===== src/rtl/prog_run_seq.sv =====
// prog_run_seq: run sequencer for the 9-bit core.
// Takes a program-run request, pulses core_reset, drives the core start
// strobe, then waits for core_done under a cycle watchdog and returns a
// status plus RUN-cycle count.
// Optional feature macro: PROG_RUN_SEQ_RUN_CNT_EN adds a wrapping run counter
// (run_count) and the program select of the last OK run (last_ok_prog).
//
// state | meaning
// IDLE  | waiting for a request, req_ready high
// RST   | core_reset held high for RESET_CYCLES cycles
// START | core_start held high for START_HOLD cycles
// RUN   | core executing, counting cycles, watchdog armed
// RESP  | response presented; core parked in reset after TIMEOUT/ABORT
module prog_run_seq #(
  parameter int RESET_CYCLES   = 2,
  parameter int START_HOLD     = 2,
  parameter int TIMEOUT_CYCLES = 2000,
  parameter int CW             = 12
) (
  input  logic          clk,
  input  logic          reset,
  input  logic          req_valid,
  input  logic [1:0]    req_prog,
  output logic          req_ready,
  input  logic          abort,
  output logic          core_reset,
  output logic          core_start,
  output logic [1:0]    core_prog_sel,
  input  logic          core_done,
  output logic          resp_valid,
  output logic [1:0]    resp_status,
  input  logic          resp_ready,
  output logic          busy,
  output logic [CW-1:0] cycle_count
`ifdef PROG_RUN_SEQ_RUN_CNT_EN
  ,
  output logic [7:0]    run_count,
  output logic [1:0]    last_ok_prog
`endif
);

  typedef enum logic [2:0] {
    S_IDLE  = 3'd0,
    S_RST   = 3'd1,
    S_START = 3'd2,
    S_RUN   = 3'd3,
    S_RESP  = 3'd4
  } state_t;

  localparam logic [1:0] ST_OK      = 2'b00;
  localparam logic [1:0] ST_TIMEOUT = 2'b01;
  localparam logic [1:0] ST_ABORT   = 2'b10;

  localparam logic [CW-1:0] RST_LAST = CW'(RESET_CYCLES - 1);
  localparam logic [CW-1:0] STA_LAST = CW'(START_HOLD - 1);
  localparam logic [CW-1:0] TO_LAST  = CW'(TIMEOUT_CYCLES - 1);

  state_t        state;
  logic [CW-1:0] ph_cnt;   // cycles spent in RST / START
  logic [CW-1:0] run_cnt;  // RUN cycle index, saturates at TO_LAST

  // Sequencer FSM; all outputs are registered alongside the state.
  always_ff @(posedge clk) begin
    if (reset) begin
      state         <= S_IDLE;
      ph_cnt        <= '0;
      run_cnt       <= '0;
      req_ready     <= 1'b1;
      busy          <= 1'b0;
      core_reset    <= 1'b0;
      core_start    <= 1'b0;
      core_prog_sel <= 2'b00;
      resp_valid    <= 1'b0;
      resp_status   <= ST_OK;
      cycle_count   <= '0;
`ifdef PROG_RUN_SEQ_RUN_CNT_EN
      run_count     <= 8'd0;
      last_ok_prog  <= 2'b00;
`endif
    end else if (abort && (state == S_RST || state == S_START || state == S_RUN)) begin
      // Abort wins over done and timeout; run_cnt is still 0 before RUN.
      state       <= S_RESP;
      core_reset  <= 1'b1;
      core_start  <= 1'b0;
      resp_valid  <= 1'b1;
      resp_status <= ST_ABORT;
      cycle_count <= run_cnt;
`ifdef PROG_RUN_SEQ_RUN_CNT_EN
      run_count   <= run_count + 8'd1;
`endif
    end else begin
      case (state)
        S_IDLE: begin
          if (req_valid && req_ready) begin
            state         <= S_RST;
            core_prog_sel <= req_prog;
            run_cnt       <= '0;
            ph_cnt        <= '0;
            req_ready     <= 1'b0;
            busy          <= 1'b1;
            core_reset    <= 1'b1;
          end
        end
        S_RST: begin
          if (ph_cnt == RST_LAST) begin
            state      <= S_START;
            ph_cnt     <= '0;
            core_reset <= 1'b0;
            core_start <= 1'b1;
          end else begin
            ph_cnt <= ph_cnt + CW'(1);
          end
        end
        S_START: begin
          if (ph_cnt == STA_LAST) begin
            state      <= S_RUN;
            ph_cnt     <= '0;
            run_cnt    <= '0;
            core_start <= 1'b0;
          end else begin
            ph_cnt <= ph_cnt + CW'(1);
          end
        end
        S_RUN: begin
          if (core_done) begin
            state       <= S_RESP;
            resp_valid  <= 1'b1;
            resp_status <= ST_OK;
            cycle_count <= run_cnt;
`ifdef PROG_RUN_SEQ_RUN_CNT_EN
            run_count    <= run_count + 8'd1;
            last_ok_prog <= core_prog_sel;
`endif
          end else if (run_cnt == TO_LAST) begin
            state       <= S_RESP;
            core_reset  <= 1'b1;
            resp_valid  <= 1'b1;
            resp_status <= ST_TIMEOUT;
            cycle_count <= TO_LAST;
`ifdef PROG_RUN_SEQ_RUN_CNT_EN
            run_count   <= run_count + 8'd1;
`endif
          end else begin
            run_cnt <= run_cnt + CW'(1);
          end
        end
        S_RESP: begin
          if (resp_ready) begin
            state      <= S_IDLE;
            resp_valid <= 1'b0;
            core_reset <= 1'b0;
            req_ready  <= 1'b1;
            busy       <= 1'b0;
          end
        end
        default: begin
          state      <= S_IDLE;
          req_ready  <= 1'b1;
          busy       <= 1'b0;
          core_reset <= 1'b0;
          core_start <= 1'b0;
          resp_valid <= 1'b0;
        end
      endcase
    end
  end

endmodule


===== config.mk =====
export PLATFORM = sky130hd
export DESIGN_NAME = prog_run_seq
export DESIGN_NICKNAME = d
export VERILOG_FILES = /design/src/rtl/prog_run_seq.sv
export SDC_FILE = /design/constraint.sdc
export NUM_CORES = 1
export LEC_CHECK = 0
export CAP_MARGIN = 15
export CORE_ASPECT_RATIO = 2
export CORE_MARGIN = 10
export CORE_UTILIZATION = 30
export CTS_CLUSTER_SIZE = 20
export DETAILED_ROUTE_END_ITERATION = 16
export PLACE_DENSITY = 0.51
export SYNTH_ARGS = -nofsm -noshare
export SYNTH_HDL_FRONTEND = slang
export SYNTH_SLANG_ARGS = --single-unit

===== constraint.sdc =====
create_clock -name clk -period 4.6 [get_ports clk]
set_clock_uncertainty 0.05 [all_clocks]
set_input_delay 0.46 -clock clk [delete_from_list [all_inputs] [get_ports clk]]
set_output_delay 0.46 -clock clk [all_outputs]
set_load 0.01 [all_outputs]

=== After elaboration in Yosys (flattened, before gate mapping) ===
Index checks and enable logic that the tools add are counted.

* Register bits after elaboration: 48
* Input bits: 8

* Bitwise logic cells: 3
* Mux-type cells: 39
* Equality and inequality tests: 22
* Add/subtract/negate cells: 2
* Reduce and logical (&&, ||, !) cells: 26

{| class="wikitable"
|+ Operators with widths
! kind !! count
|-
| 12-bit 2-to-1 mux || 9
|-
| 12-bit case mux with 3 select lines || 1
|-
| 12-bit by 1-bit adder with 12-bit output, second input constant || 2
|-
| 12-bit case mux with 2 select lines || 1
|-
| 3-bit 2-to-1 mux || 7
|-
| 3-bit case mux with 5 select lines || 1
|-
| 12-bit by 1-bit equality test with 1-bit output, second input constant || 1
|-
| 12-bit by 11-bit equality test with 1-bit output, second input constant || 1
|-
| 1-bit case mux with 3 select lines || 4
|-
| 3-bit AND reduction || 4
|-
| 6-bit AND reduction || 2
|-
| 1-bit 2-to-1 mux || 11
|-
| 5-bit AND reduction || 2
|-
| 3-bit by 1-bit inequality test with 1-bit output, second input constant || 3
|-
| 3-bit OR reduction || 3
|-
| 2-bit 2-to-1 mux || 4
|-
| 2-bit by 1-bit inequality test with 1-bit output, second input constant || 4
|-
| 2-bit inequality test, second input constant || 4
|-
| 3-bit by 2-bit equality test with 1-bit output, second input constant || 2
|-
| 3-bit by 2-bit inequality test with 1-bit output, second input constant || 2
|-
| 3-bit inequality test, second input constant || 2
|-
| 2-bit nonzero test || 3
|-
| 3-bit nonzero test || 2
|-
| 1-bit case mux with 5 select lines || 1
|-
| 10 further kinds || 16
|}

=== Longest topological paths before layout ===
* Depth in word-level cells: 6
* Mapped depth: 9

=== Worst setup path before layout ===
No wires, ideal clock.

* Path type: reg-to-reg
* From: reg ph_cnt[0]
* To: reg run_cnt[11]
* Slack: 1.965 ns
* Cell stages (with the launch flop): 8
* Required time: 4.480 ns
* Arrival: 2.515 ns
* Cells stage by stage: dfxtp_1 > ha_1 > or4b_4 > or3_1 > buf_2 > a221o_1 > or4_1 > a21oi_1

* Cells in the longest elaborated chain, start to end: 3

{| class="wikitable"
|+ RTL lines
! what !! line !! source
|-
| start, declared || 59 || <nowiki>logic [CW-1:0] ph_cnt;</nowiki>
|-
| start signal, assigned || 111 || <nowiki>ph_cnt <= ph_cnt + CW'(1);</nowiki>
|-
| start signal, assigned || 121 || <nowiki>ph_cnt <= ph_cnt + CW'(1);</nowiki>
|-
| 12-bit by 1-bit equality test with 1-bit output || 115 || <nowiki>if (ph_cnt == STA_LAST) begin</nowiki>
|-
| 2-bit by 1-bit inequality test with 1-bit output (no source line) || -- ||
|-
| 6-bit AND reduction (no source line) || -- ||
|-
| end signal, assigned || 144 || <nowiki>run_cnt <= run_cnt + CW'(1);</nowiki>
|-
| end, declared || 60 || <nowiki>logic [CW-1:0] run_cnt;</nowiki>
|}

Every way passes these cells.
A chain may end at the register's enable or synchronous reset.

=== Worst setup path in the final report ===
* From: reg ph_cnt[0]
* To: reg run_cnt[7]

The elaborated chain is that of the path after synthesis.

==> flow_summary.toml <==
[status]
outcome = "completed"

[logic_synthesis]
synth_top_cells_by_count = "dfxtp_1, nor2_1, a21oi_1"
yosysMostFrequentCell = "dfxtp_1"
yosysTopAreaCellShare_pct = 41.2
synth.avg_cell_area_um2 = 7.96
synthFlopType = "dfxtp_1"
ys_types = 48
yosysSeqAreaShare_pct = 41.2
syn_area_um2 = 2330
synth_nets = 304
ys_top_cells_by_area = "dfxtp_1, nor2_1, a21oi_1"
synth_top_area_cell = "dfxtp_1"
yosys_warnings = 0
synth-edff-count = 0
synthArstFlopShare_pct = 0
ys_ff_latch = 48
synth_cells = 293

[global_route]
grt_usage_pct = 11.7
grt_pass1_wl_mm = 10.8
grt_pass1_vias = 2187
grt_max_degree = 22
antenna_found_initial = 0
overflow = 0

[setup_path]
rrSetupSlack_ps = 1670
path_cells = "ha_1 > or4b_4 > or3_1 > a221o_1 > or4_1 > a21oi_1"
critPathKind = "flip-flop to flip-flop"
critPathCaptureType = "flip-flop"
cpPeakStageDelay_ps = 590
worstPathArrival_ps = 3100
cp.required_ps = 4770
start_kind = "flip-flop"
cp_slowest_cell = "a221o_1"
cp_max_fo = 18

[run]
drv_cap = 0

[drt]
routedWlPerCell_um = 16.3
first_pass_iters = 4
drc = 0
dr.first_iter.drc_count = 161
drtAntennaViolNets = 0
num_vias = 2165
viasPerCell = 5.33
wirelength_mm = 6.62

[place]
dp_cells = 399
placed_area_um2 = 2680
hpwl_mm = 5.07
routabilityCongestion = 0.844
pre_cts_ws_ps = 1680
portBuffers = 28

[cells_and_area]
post_route_cells_drive_above_1_share_pct = 5.45
postLayoutCellArea_um2 = 2810
syn2layout_area_growth_pct = 20.5
n_antenna_cell = 0
instances_no_fill = 406
nets = 323

[power]
vdd.ir_drop.worst_v = 0.000229
power_density_nw_per_um2 = 482
power.leakage_uw = 0.000972

[die]
io_pins = 29
core_area_um2 = 7600
die-height_um = 145
initial_core_util_pct = 30.7
die-area_um2 = 11900
fp.dieW_um = 82.3
core.rowCount = 45

[cts]
numCtsBuffers = 5
clk_latency_ps = 290
htree_num_levels = 2
cts_buffer_depth = 2
path_clk_slew_ps = 60
cts_root_buffer = "clkbuf_16"
tritoncts = "built"
ctsResizeCount = 0
cts_sinks = 48
post_cts_buffers = 0
cts_hold_buf = 0

[timing]
layout_min_cycle_time_ps = 2930
finalHoldViolCount = 0
tightestPinTransition_ps = 1010
fin_crit_sh_pct = 63.6
tns_ps = 0
holdWs_ps = 404
rsz0062_at_grt = "false"
max-slew-margin-rel_pct = 31.9
drv_slew = 0
fin_ws_ps = 1670
report.final.setup_viol = 0
clock.fmax_ghz = 0.342

[worst_hold_path]
worstHoldPathType = "flip-flop to flip-flop"
[power breakdown]
part	internal, µW	leakage, µW	total, µW	switching (µW)
Clock	198	0.0000667	348	150
Sequential	475	0.000390	549	73.4
Combinational	207	0.000515	457	251
Total	880	0.000972	1350	474
[path summary, 6_finish.rpt]
| kind | startpoint | endpoint | depth (start not counted) |
|---|---|---|---|
| worst min-delay path | cycle_count[4] | cycle_count[4] | 2 |
| worst max register to register | ph_cnt[0] | run_cnt[7] | 6 |
| worst max-delay path | ph_cnt[0] | run_cnt[7] | 6 |
| worst min register to register | cycle_count[4] | cycle_count[4] | 2 |
[through the flow]
step	util [%]	power, µW
floorplan	-	847
global placement	35.2	1020
detailed placement	35.2	1020
CTS	37.0	1380
global route	37.0	1450
finish	37.0	1350
[critical path: cells and delay by family (launching register included)]
family | cells | cell delay [ps]
AOI/OAI and AO/OA | 2 | 740
DFF | 1 | 430
and+or+nand+nor | 3 | 1480
adders and majority gates | 1 | 170
[cell families after synthesis]
family,share of synthesized area (%)
AND/OR/NAND/NOR,30.0
AO/OA/AOI/OAI,18.3
flip-flops,41.2
buffers and inverters,4.24
XOR/XNOR,4.13
adder cells (fa/ha/maj),1.61
multiplexers,0.429
[cells in the final DEF (no fill, tap or decap), types with 2 or more instances in the layout]
| master | synthesis | layout |
|---|---|---|
| a211oi_1 | 2 | 2 |
| a21o_1 | 2 | 2 |
| a21oi_1 | 26 | 26 |
| a2bb2oi_1 | 3 | 3 |
| a31oi_1 | 2 | 2 |
| and3_1 | 2 | 2 |
| and4_1 | 2 | 2 |
| buf_4 | 0 | 2 |
| clkbuf_16 | 0 | 5 |
| clkdlybuf4s50_1 | 0 | 28 |
| dfxtp_1 | 48 | 48 |
| ha_1 | 3 | 3 |
| inv_1 | 8 | 8 |
| nand2_1 | 23 | 23 |
| nand3_1 | 14 | 14 |
| nand4_1 | 8 | 8 |
| nand4b_1 | 2 | 2 |
| nor2_1 | 43 | 43 |
| nor2b_1 | 2 | 2 |
| nor3_1 | 14 | 14 |
| nor3b_1 | 2 | 2 |
| nor4_1 | 3 | 3 |
| o211ai_1 | 3 | 3 |
| o21ai_0 | 12 | 12 |
| o21bai_1 | 2 | 2 |
| o311ai_0 | 2 | 2 |
| o31a_1 | 2 | 2 |
| o31ai_1 | 5 | 5 |
| or2_2 | 3 | 3 |
| or3_1 | 3 | 3 |
| or3b_2 | 2 | 2 |
| or4_1 | 6 | 6 |
| or4b_2 | 2 | 2 |
| xnor2_1 | 4 | 4 |
| xor2_1 | 7 | 7 |
[state kept, by name, summed over array words and instances (netlist names), 2 cells and up]
register and flops:
cycle_count 12, ph_cnt 12, run_cnt 12, state 3, core_prog_sel 2, resp_status 2
[per-layer routing]
layer	GRT usage (%)	wire, µm	vias up
li1	-	-	1092
met1	10.2	2320	1021
met2	22.6	3780	35
met3	2.66	274	17
met4	7.12	248	0
met5	0	0	-
[final cells by class]
cell class              instances  area [µm²]
well taps                      94         118
clock buffers                   6         129
repair buffers                 30         295
clock inverters                 1        5.00
multi-input cells             219        1270
inverters                       8        30.0
flip-flops and latches         48         961
fillers                       819        4790
(Power assumes the default switching activity.)
